### src/rtl/mem_arbiter.sv
// -----------------------------------------------------------------------------
// mem_arbiter
//
// Shares one single-port memory between an instruction-fetch requester and a
// load/store data requester. A three-state FSM (IDLE, GRANT_I, GRANT_D) picks
// a winner in IDLE, holds the memory request stable until mem_ack, then
// returns read data and a one-cycle ready pulse to the winning port.
//
// Default arbitration is strict data-over-fetch priority. A requester whose
// own ready output is high in the arbitration cycle is not eligible, so a
// request still held after completion is not granted again at once.
//
// Optional feature (macro ARB_FETCH_FAIR_EN):
//   A 2-bit counter tracks consecutive data grants made while if_req was
//   high. Once it reaches 3, the next arbitration grants fetch (if eligible)
//   regardless of d_req. The counter clears on any fetch grant, or on a data
//   grant made while if_req was low. Without the macro no counter exists.
//
// Ports:
//   CLK        in   1   rising-edge clock
//   rst        in   1   asynchronous reset, active-low
//   if_req     in   1   fetch access request
//   if_addr    in  32   fetch address
//   if_rdata   out 32   fetch read data (held until next fetch completion)
//   if_ready   out  1   fetch completion pulse (one cycle)
//   d_req      in   1   data access request
//   d_we       in   1   1 = store, 0 = load
//   d_addr     in  32   data address
//   d_wdata    in  32   store data
//   d_rdata    out 32   load data (held until next data load completion)
//   d_ready    out  1   data completion pulse (one cycle)
//   mem_req    out  1   memory access valid
//   mem_we     out  1   memory write strobe
//   mem_addr   out 32   memory address
//   mem_wdata  out 32   memory write data
//   mem_rdata  in  32   memory read data
//   mem_ack    in   1   memory access complete, mem_rdata valid
// -----------------------------------------------------------------------------
module mem_arbiter (
  input  logic        CLK,
  input  logic        rst,

  input  logic        if_req,
  input  logic [31:0] if_addr,
  output logic [31:0] if_rdata,
  output logic        if_ready,

  input  logic        d_req,
  input  logic        d_we,
  input  logic [31:0] d_addr,
  input  logic [31:0] d_wdata,
  output logic [31:0] d_rdata,
  output logic        d_ready,

  output logic        mem_req,
  output logic        mem_we,
  output logic [31:0] mem_addr,
  output logic [31:0] mem_wdata,
  input  logic [31:0] mem_rdata,
  input  logic        mem_ack
);

  typedef enum logic [1:0] {
    IDLE    = 2'd0,
    GRANT_I = 2'd1,
    GRANT_D = 2'd2
  } state_e;

  state_e      state_q,     state_d;
  logic        mem_req_q,   mem_req_d;
  logic        mem_we_q,    mem_we_d;
  logic [31:0] mem_addr_q,  mem_addr_d;
  logic [31:0] mem_wdata_q, mem_wdata_d;
  logic [31:0] if_rdata_q,  if_rdata_d;
  logic [31:0] d_rdata_q,   d_rdata_d;
  logic        if_ready_q,  if_ready_d;
  logic        d_ready_q,   d_ready_d;

  // Arbitration terms. A port is eligible only when it requests and is not
  // currently presenting its own completion pulse.
  logic i_elig;
  logic d_elig;
  logic grant_i;
  logic grant_d;

`ifdef ARB_FETCH_FAIR_EN
  logic [1:0] fair_cnt_q, fair_cnt_d;
  logic       fair_force;
`endif

  always_comb begin
    i_elig = if_req & ~if_ready_q;
    d_elig = d_req  & ~d_ready_q;
`ifdef ARB_FETCH_FAIR_EN
    // After three back-to-back data grants that kept fetch waiting, fetch
    // wins the next arbitration if it is able to take it.
    fair_force = (fair_cnt_q == 2'd3) & i_elig;
    grant_d    = d_elig & ~fair_force;
`else
    grant_d    = d_elig;
`endif
    grant_i    = i_elig & ~grant_d;
  end

  // Next-state and registered-output computation.
  always_comb begin
    state_d     = state_q;
    mem_req_d   = mem_req_q;
    mem_we_d    = mem_we_q;
    mem_addr_d  = mem_addr_q;
    mem_wdata_d = mem_wdata_q;
    if_rdata_d  = if_rdata_q;
    d_rdata_d   = d_rdata_q;
    // Ready outputs are pulses: low unless a completion happens this cycle.
    if_ready_d  = 1'b0;
    d_ready_d   = 1'b0;

    case (state_q)
      IDLE: begin
        // mem_ack is deliberately not looked at here.
        if (grant_d) begin
          state_d     = GRANT_D;
          mem_req_d   = 1'b1;
          mem_we_d    = d_we;
          mem_addr_d  = d_addr;
          mem_wdata_d = d_wdata;
        end else if (grant_i) begin
          state_d     = GRANT_I;
          mem_req_d   = 1'b1;
          mem_we_d    = 1'b0;
          mem_addr_d  = if_addr;
          mem_wdata_d = '0;
        end
      end

      GRANT_I: begin
        // Request inputs are not consulted: a dropped if_req still completes.
        if (mem_ack) begin
          state_d    = IDLE;
          mem_req_d  = 1'b0;
          mem_we_d   = 1'b0;
          if_rdata_d = mem_rdata;
          if_ready_d = 1'b1;
        end
      end

      GRANT_D: begin
        if (mem_ack) begin
          state_d   = IDLE;
          mem_req_d = 1'b0;
          mem_we_d  = 1'b0;
          // Stores leave the load-data register untouched.
          if (!mem_we_q) begin
            d_rdata_d = mem_rdata;
          end
          d_ready_d = 1'b1;
        end
      end

      default: begin
        state_d   = IDLE;
        mem_req_d = 1'b0;
        mem_we_d  = 1'b0;
      end
    endcase
  end

`ifdef ARB_FETCH_FAIR_EN
  // Fairness counter: saturates at 3 so that a run of data grants while fetch
  // is momentarily ineligible keeps the pending fetch boost.
  always_comb begin
    fair_cnt_d = fair_cnt_q;
    if (state_q == IDLE) begin
      if (grant_i) begin
        fair_cnt_d = '0;
      end else if (grant_d) begin
        if (if_req) begin
          fair_cnt_d = (fair_cnt_q == 2'd3) ? 2'd3 : fair_cnt_q + 2'd1;
        end else begin
          fair_cnt_d = '0;
        end
      end
    end
  end
`endif

  always_ff @(posedge CLK or negedge rst) begin
    if (!rst) begin
      state_q     <= IDLE;
      mem_req_q   <= 1'b0;
      mem_we_q    <= 1'b0;
      mem_addr_q  <= '0;
      mem_wdata_q <= '0;
      if_rdata_q  <= '0;
      d_rdata_q   <= '0;
      if_ready_q  <= 1'b0;
      d_ready_q   <= 1'b0;
`ifdef ARB_FETCH_FAIR_EN
      fair_cnt_q  <= '0;
`endif
    end else begin
      state_q     <= state_d;
      mem_req_q   <= mem_req_d;
      mem_we_q    <= mem_we_d;
      mem_addr_q  <= mem_addr_d;
      mem_wdata_q <= mem_wdata_d;
      if_rdata_q  <= if_rdata_d;
      d_rdata_q   <= d_rdata_d;
      if_ready_q  <= if_ready_d;
      d_ready_q   <= d_ready_d;
`ifdef ARB_FETCH_FAIR_EN
      fair_cnt_q  <= fair_cnt_d;
`endif
    end
  end

  assign mem_req   = mem_req_q;
  assign mem_we    = mem_we_q;
  assign mem_addr  = mem_addr_q;
  assign mem_wdata = mem_wdata_q;
  assign if_rdata  = if_rdata_q;
  assign if_ready  = if_ready_q;
  assign d_rdata   = d_rdata_q;
  assign d_ready   = d_ready_q;

endmodule
### config.mk
export PLATFORM = sky130hd
export DESIGN_NAME = mem_arbiter
export DESIGN_NICKNAME = d
export VERILOG_FILES = /design/src/rtl/mem_arbiter.sv
export SDC_FILE = /design/constraint.sdc
export NUM_CORES = 1
export LEC_CHECK = 0
export CAP_MARGIN = 30
export CORE_AREA = 2 2 95 142
export DETAILED_ROUTE_END_ITERATION = 7
export DIE_AREA = 0 0 97 144
export PLACE_DENSITY = 0.85
export SLEW_MARGIN = 20
export SYNTH_ARGS = -nofsm -noshare
export SYNTH_HDL_FRONTEND = slang
export SYNTH_SLANG_ARGS = --single-unit
### constraint.sdc
create_clock -name CLK -period 2.8 [get_ports CLK]
set_clock_uncertainty 0.1 [all_clocks]
set_input_delay 0.7 -clock CLK [delete_from_list [all_inputs] [get_ports CLK]]
set_output_delay 0.7 -clock CLK [all_outputs]
set_load 0.02 [all_outputs]
==> out/qor.txt, run 1 <==
Hold Buf Count CTS: 0
Synth Instances: 343
port bufs: 265
Yosys cell types: 23
Critical Path, Cell by Cell: clkdlybuf4s50_1
Sw Share: 35.4%
Setup-failing EPs final: 0
worst path bufs/invs: 1
root buffer cell: clkbuf_16
Synth area leaders: dfrtp_1, mux2_2, mux2_4
clock sinks: 134
crit start category: flop
global route total overflow: 0
worst min-delay path category: in2async
clock latency on the worst-skew pair: 0.40 ns
syn_nets: 480
Reg area: 3350 µm²
Top delay family on crit path: buffers and inverters
I/O pin cnt: 266
postcts setup bufs: 0
status: completed
leakage: 3.86 nW
Yosys top cell by area: dfrtp_1
Clock power frac: 19.3%
CTS Buf Count: 17
initial antenna violation count: 0
final setup margin: 0.559 ns
global-route wire length before repair: 23600 µm
post-route cell area: 8920 µm²
endpoints failing hold: 0
TritonCTS clock tree: built
CTS resizes: 0
top-count cell post-synth: dfrtp_1
CP required: 2.00 ns
Detail Route Antenna Nets: 0
Worst slew margin: 74.5%
ant diodes: 0
Initial DRT Pass Iterations: 4
fillers: 861
row count: 51
Async SR Flop Fraction: 100%
starting density of the core: 42.9%
share of cells above drive strength 1: 27.2%
Switching Power: 3.91 mW
main flop type after synthesis: dfrtp_1
via count: 4001
Routed WL: 15000 µm
Core ar.: 12800 µm²
Layout Nets: 749
Max Slew Vio Count: 0
largest net degree at the start of global routing: 73
clock transition at the registers of the reported paths: 0.06 ns
Synth top area share: 60.9%
Flop pwr share: 31.2%
Pwr Density: 1240 nW/µm²
multi-input logic area: 2000 µm²
final period utilization: 80.0%
maxcap violations: 0
gpl congestion: 0.805
chip height: 144 µm
Avg WL per Cell: 19.1 µm
Setup TNS Final: 0 ns
Synth Register Bits: 134
RSZ-0062 raised after global routing: no
critical path arrival: 1.44 ns
max incr delay on CP: 0.64 ns
minimum clock period: 2.24 ns
Mapped Area: 5510 µm²
pre-CTS worst setup slack: 0.401 ns
H-tree depth: 4
Tightest Pin Transition: 0.383 ns
Setup CP Type: reg2out
DIE AREA: 14000 µm²
Pwr Total: 11.1 mW
Max Buffers Root-to-Sink: 2
vias per inst: 5.10
crit-path max FO: 4
Post-synth top cells: dfrtp_1, mux2_2, a22o_1, mux2_4, buf_2
Die Width: 97 µm
GRT Overall Usage: 21.6%
crit end category: output pin
Synth warnings: 0
Syn Area/Cell: 16.1 µm²
Synth-to-Final Area Change: 62.0%
max frequency: 446 MHz
sequential share of the synthesized area: 60.9%
vias in the first global route: 4452
internal power: 7.15 mW
maximum VDD drop: 606 µV
slowest CP cell: clkdlybuf4s50_1
DRC viols: 0
Comb power frac: 49.5%
Post-synth EDFFs: 0
Starting DRT DRC Count: 94
hpwl dp: 11000 µm
Area after DPL: 8340 µm²
[layout by cell type (no fill, tap or decap), types with 2 or more instances in the layout]
master,instances
buf_12,6
nand3_1,2
a21oi_1,4
ha_1,3
clkinv_4,3
nand2b_1,3
inv_1,3
buf_4,2
dfrtp_1,134
clkinvlp_4,2
clkdlybuf4s50_1,264
nand2_1,3
mux2_4,28
inv_6,7
a22o_1,32
clkbuf_16,17
mux2_2,99
[power by group through the flow]
stage                     logic, mW  clock network [mW]  registers (mW)
final                          5.47                2.14            3.45
after global routing           5.74                2.27            3.57
after CTS                      5.53                2.20            3.46
after detailed placement       5.49                   0            3.48
after global placement         5.36                   0            3.40
after floorplan                1.74                   0            4.60
[flip-flops by register name (all words and copies together) (netlist names)]
| register | cells |
|---|---|
| d_rdata | 32 |
| if_rdata | 32 |
| mem_addr | 32 |
| mem_wdata | 32 |
| state_q | 2 |
| d_ready | 1 |
| if_ready | 1 |
| mem_req | 1 |
| mem_we | 1 |
[cell type report]
| cell class | count | share of cell area (%) |
|---|---|---|
| well taps | 159 | 2.23 |
| multi-input cells | 184 | 22.4 |
| clock buffers | 18 | 4.93 |
| clock inverters | 14 | 1.54 |
| repair buffers | 272 | 31.2 |
| flip-flops and latches | 134 | 37.6 |
| inverters | 3 | 0.126 |
[metal layers]
layer | global-route usage (%) | vias to the layer above | wire [µm]
li1 | - | 1787 | -
met1 | 23.3 | 2015 | 5420
met2 | 39.0 | 171 | 8130
met3 | 7.59 | 28 | 1100
met4 | 8.01 | 0 | 354
met5 | 0 | - | 0
[through the flow]
stage | hold WS [ns] | utilization (%) | cells
after detailed placement | 0.377 | 65.0 | 752
after global routing | 0.220 | 69.5 | 784
after floorplan | 0.304 | - | 343
after global placement | 0.374 | 65.0 | 752
after CTS | 0.198 | 69.5 | 784
final | 0.196 | 69.5 | 784
[worst paths after layout]
check / start / end / depth (start not counted) / slack, ns
hold / removal: rst / mem_wdata[1] / 2 / 0.20
setup / recovery: mem_we / mem_we / 1 / 0.56
max in group asynchronous: rst / d_rdata[6] / 2 / 2.06
hold reg to reg: mem_req / mem_req / 1 / 0.39
setup reg to reg: state_q[0] / mem_addr[7] / 5 / 0.89
min in group CLK: mem_req / mem_req / 1 / 0.39
[kinds of logic after synthesis]
logic type	share of synthesized area (%)
adder cells (fa/ha/maj)	0.682
AO/OA/AOI/OAI	5.89
multiplexers	28.1
AND/OR/NAND/NOR	1.59
flip-flops	60.9
buffers and inverters	2.84
Note: power is estimated with default switching activity, not from simulation.
==> run 2: changes to the inputs <==
Settings changed: CORE_AREA 2 2 95 142 to 2 2 103 155, DIE_AREA 0 0 97 144 to 0 0 105 157, PLACE_DENSITY 0.85 to 0.76.
Clock period 2.8 ns to 2 ns, I/O delays scaled along.
==> out/qor.txt, run 2 (same netlist as run 1, synthesis figures left out) <==
postcts setup bufs: 0
CP required: 1.40 ns
vias per inst: 4.76
crit-path max FO: 2
root buffer cell: clkbuf_16
clock transition at the registers of the reported paths: 0.06 ns
DIE AREA: 16500 µm²
row count: 55
max incr delay on CP: 0.60 ns
Die Width: 105 µm
Critical Path, Cell by Cell: clkdlybuf4s50_1
Routed WL: 15700 µm
final setup margin: 0.0380 ns
Hold WS: 0.388 ns
hpwl dp: 11500 µm
worst min-delay path category: reg2reg
Setup-failing EPs final: 0
Area after DPL: 8520 µm²
clock sinks: 134
pre-CTS worst setup slack: -0.134 ns
non-filler cells, final: 835
TritonCTS clock tree: built
clock latency on the worst-skew pair: 0.41 ns
worst path bufs/invs: 1
Pwr Total: 15.3 mW
H-tree depth: 4
via count: 3976
status: completed
Synth-to-Final Area Change: 67.9%
Max Slew Vio Count: 0
crit end category: output pin
port bufs: 265
maximum VDD drop: 785 µV
Layout Nets: 760
max frequency: 510 MHz
critical path arrival: 1.36 ns
ant diodes: 0
Max Buffers Root-to-Sink: 2
I/O pin cnt: 266
largest net degree at the start of global routing: 48
Initial DRT Pass Iterations: 4
share of cells above drive strength 1: 27.8%
slowest CP cell: clkdlybuf4s50_1
Placed Cells: 802
commonest cells after routing, fill and taps aside: clkdlybuf4s50_1, dfrtp_1, mux2_2
Worst slew margin: 76.2%
Setup CP Type: reg2out
Pwr Density: 1650 nW/µm²
final period utilization: 98.1%
Core ar.: 15000 µm²
Avg WL per Cell: 18.8 µm
Starting DRT DRC Count: 101
post-route cell area: 9250 µm²
chip height: 157 µm
global route total overflow: 0
Top delay family on crit path: buffers and inverters
RSZ-0062 raised after global routing: no
CTS Buf Count: 17
gpl congestion: 0.791
commonest non-fill, non-tap cell in the layout: clkdlybuf4s50_1
DRC viols: 0
GRT Overall Usage: 18.7%
Tightest Pin Transition: 0.358 ns
initial antenna violation count: 0
crit start category: flop
leakage: 4.81 nW
starting density of the core: 36.7%
endpoints failing hold: 0
maxcap violations: 0
minimum clock period: 1.96 ns
global-route wire length before repair: 23900 µm
vias in the first global route: 4513
Detail Route Antenna Nets: 0
## run 2: cell types whose count changed in the layout (fill, tap and decap cells not counted), moves of 2 or more
cell	before	now
dlymetal6s2s_1	0	70
buf_4	2	7
buf_12	6	10
bufinv_16	1	3
clkbuf_1	0	2
inv_6	7	4
dlygate4sd2_1	0	53
clkdlybuf4s50_1	264	141
## run 2: what timing repair did
item,in CTS,in global routing
setup endpoints to repair,53,70
hold buffers,1,0
resized for setup,53,70
endpoints found under the hold margin,31,0
## run 2: area by class of cell
class	count	area (µm²)
Clock inverter	13	171
Clock buffer	19	433
Sequential cell	134	3350
Tap cell	199	249
Fill cell	1215	5760
Timing Repair Buffer	283	3030
Multi-Input combinational cell	184	2000
Inverter	3	11.3
## run 2: path summary, 6_finish.rpt
kind | startpoint | to | slack (ns) | cells past startpoint
max reg2reg | state_q[0] | mem_addr[25] | 0.17 | 5
min in group asynchronous | rst | mem_wdata[4] | 0.47 | 2
min | mem_req | mem_req | 0.39 | 1
min reg2reg | mem_req | mem_req | 0.39 | 1
max in group asynchronous | rst | d_rdata[14] | 0.76 | 3
max | if_rdata[1] | if_rdata[1] | 0.04 | 1
## run 2: layer usage
layer / part of all wire, % / GRT usage (%) / vias up / wire (µm)
met2: 54 / 34.0 / 181 / 8510
li1: - / - / 1800 / -
met3: 8.5 / 7.54 / 22 / 1340
met1: 35 / 18.8 / 1973 / 5550
met5: 0 / 0 / - / 0
met4: 2.0 / 7.81 / 0 / 310
## run 2: where the power goes
part | switching (mW) | leakage (nW) | total (mW) | internal [mW]
logic | 3.52 | 2.90 | 7.28 | 3.76
registers | 0.710 | 1.62 | 4.79 | 4.08
clock network | 1.22 | 0.289 | 3.20 | 1.98
## run 2: metrics by stage
stage | util (%) | TNS, ns
floorplan | - | 0
global placement | 56.8 | -5.95
detailed placement | 56.8 | -6.95
CTS | 60.5 | 0
global route | 61.6 | 0
finish | 61.6 | 0
==> run 3: changes to the inputs <==
Settings changed: CTS_CLUSTER_DIAMETER set to 120, RECOVER_POWER set to 100, REMOVE_ABC_BUFFERS set to 1.
==> out/qor.txt, run 3 (same netlist as run 1, synthesis figures left out) <==
status: completed
worst min-delay path category: reg2reg
Max Slew Vio Count: 0
Switching Power: 5.36 mW
crit end category: output pin
post-route cell area: 8500 µm²
Hold Crit Depth: 1
Max Buffers Root-to-Sink: 2
worst path bufs/invs: 1
root buffer cell: clkbuf_16
Synth-to-Final Area Change: 54.4%
Worst slew margin: 50.7%
Top delay family on crit path: buffers and inverters
Comb power frac: 43.2%
initial antenna violation count: 0
port bufs: 265
leakage: 3.75 nW
TritonCTS clock tree: built
Starting DRT DRC Count: 78
CP required: 1.40 ns
crit-path max FO: 2
critical path arrival: 1.36 ns
Tightest Pin Transition: 0.739 ns
row count: 55
maximum VDD drop: 972 µV
FF-to-FF Start: state_q[0]
Initial DRT Pass Iterations: 4
H-tree depth: 4
max frequency: 509 MHz
clock sinks: 134
DIE AREA: 16500 µm²
commonest cells after routing, fill and taps aside: clkdlybuf4s50_1, dfrtp_1, mux2_2
Die Width: 105 µm
Area after DPL: 8470 µm²
final period utilization: 98.2%
ant diodes: 0
Core ar.: 15000 µm²
gpl congestion: 0.786
Setup-failing EPs final: 0
Placed Cells: 800
vias in the first global route: 4313
via count: 3970
Avg WL per Cell: 18.6 µm
Core Util, Final: 56.7%
non-filler cells, final: 833
internal power: 8.95 mW
max incr delay on CP: 0.61 ns
Worst R2R Path Depth: 5
global route total overflow: 0
starting density of the core: 36.7%
Hold Crit Endpoint: mem_addr[21]
I/O pin cnt: 266
postcts setup bufs: 0
Setup TNS Final: 0 ns
clock transition at the registers of the reported paths: 0.06 ns
GRT Overall Usage: 18.7%
Routed WL: 15500 µm
minimum clock period: 1.96 ns
slowest CP cell: clkdlybuf4s50_1
share of cells above drive strength 1: 24.4%
maxcap violations: 0
DRC viols: 0
Setup CP Type: reg2out
Flop pwr share: 33.5%
RSZ-0062 raised after global routing: no
vias per inst: 4.77
CTS Buf Count: 17
hpwl dp: 11500 µm
largest net degree at the start of global routing: 54
reg2reg setup slack: 0.12 ns
clock latency on the worst-skew pair: 0.41 ns
Sw Share: 37.5%
commonest non-fill, non-tap cell in the layout: clkdlybuf4s50_1
Detail Route Antenna Nets: 0
Pwr Density: 1680 nW/µm²
chip height: 157 µm
global-route wire length before repair: 23600 µm
Critical Path, Cell by Cell: clkdlybuf4s50_1
reg2reg end: mem_addr[9]
endpoints failing hold: 0
worst min-delay path startpoint: mem_addr[21]
crit start category: flop
Layout Nets: 758
Clock power frac: 23.2%
==> run 3: changes by cell type in the layout (fill, tap and decap cells not counted), moves of 2 or more <==
| cell | previous run | this run |
|---|---|---|
| inv_6 | 4 | 2 |
| mux2_4 | 28 | 8 |
| buf_12 | 10 | 4 |
| clkbuf_2 | 0 | 2 |
| clkdlybuf4s50_1 | 141 | 146 |
| buf_4 | 7 | 4 |
| clkbuf_4 | 0 | 3 |
| dlygate4sd2_1 | 53 | 50 |
| clkbuf_1 | 2 | 69 |
| dlymetal6s2s_1 | 70 | 0 |
| mux2_1 | 1 | 21 |
| clkinv_4 | 3 | 5 |
==> run 3: worst register-to-register path, delay by kind of cell (launching register included) <==
family          cells  cell delay (ns)
compound gates      1             0.34
fa+ha+maj           1             0.27
buf+inv             2             0.38
flops               1             0.34
mux                 1             0.33
==> run 3: worst max path at each step <==
stage | cells after the start | slack (ns) | from | end
final | 1 | 0.04 | mem_wdata[0] | mem_wdata[0]
after global routing | 1 | 0.0009 | d_rdata[24] | d_rdata[24]
after CTS | 1 | 0.0003 | mem_addr[13] | mem_addr[13]
after detailed placement | 5 | -0.20 | d_req | mem_addr[12]
after global placement | 5 | -0.18 | d_req | mem_addr[28]
after floorplan | 3 | -1.03 | d_ready | mem_addr[5]
==> run 3: metrics by stage <==
stage	hold WS (ns)	worst slack, ns	total power [mW]
5_1_grt	0.399	0.000942	15.1
3_3_place_gp	0.376	-0.182	12.5
4_1_cts	0.404	0.000305	15.7
6_report	0.387	0.0365	14.3
3_5_place_dp	0.389	-0.201	12.7
2_1_floorplan	0.104	-1.03	8.76
==> run 3: per-layer routing <==
metal  track usage (%)  share of wire [%]
met3              6.71                7.0
met4              8.19                2.9
met2              34.0                 54
met1              19.3                 36
met5                 0                  0
==> run 3: power groups by stage <==
stage / registers (mW) / clock network (mW) / logic (mW)
CTS: 4.83 / 3.41 / 7.46
floorplan: 6.44 / 0 / 2.33
detailed placement: 4.88 / 0 / 7.77
finish: 4.80 / 3.32 / 6.19
global route: 4.97 / 3.52 / 6.57
global placement: 4.81 / 0 / 7.64
==> run 3: cell type report <==
| type | count | area [µm²] |
|---|---|---|
| timing repair buffer | 281 | 2330 |
| multi-input combinational | 184 | 1920 |
| clock buffer | 18 | 439 |
| fill | 1373 | 6500 |
| inverter | 3 | 11.3 |
| clock inverter | 14 | 199 |
| sequential | 134 | 3350 |
| tap | 199 | 249 |
==> run 3: repair_timing <==
action / in CTS / in global routing
hold buffers: 1 / 0
hold endpoints to repair: 51 / 0
setup endpoints to repair: 50 / 68
gates resized for setup: 50 / 68
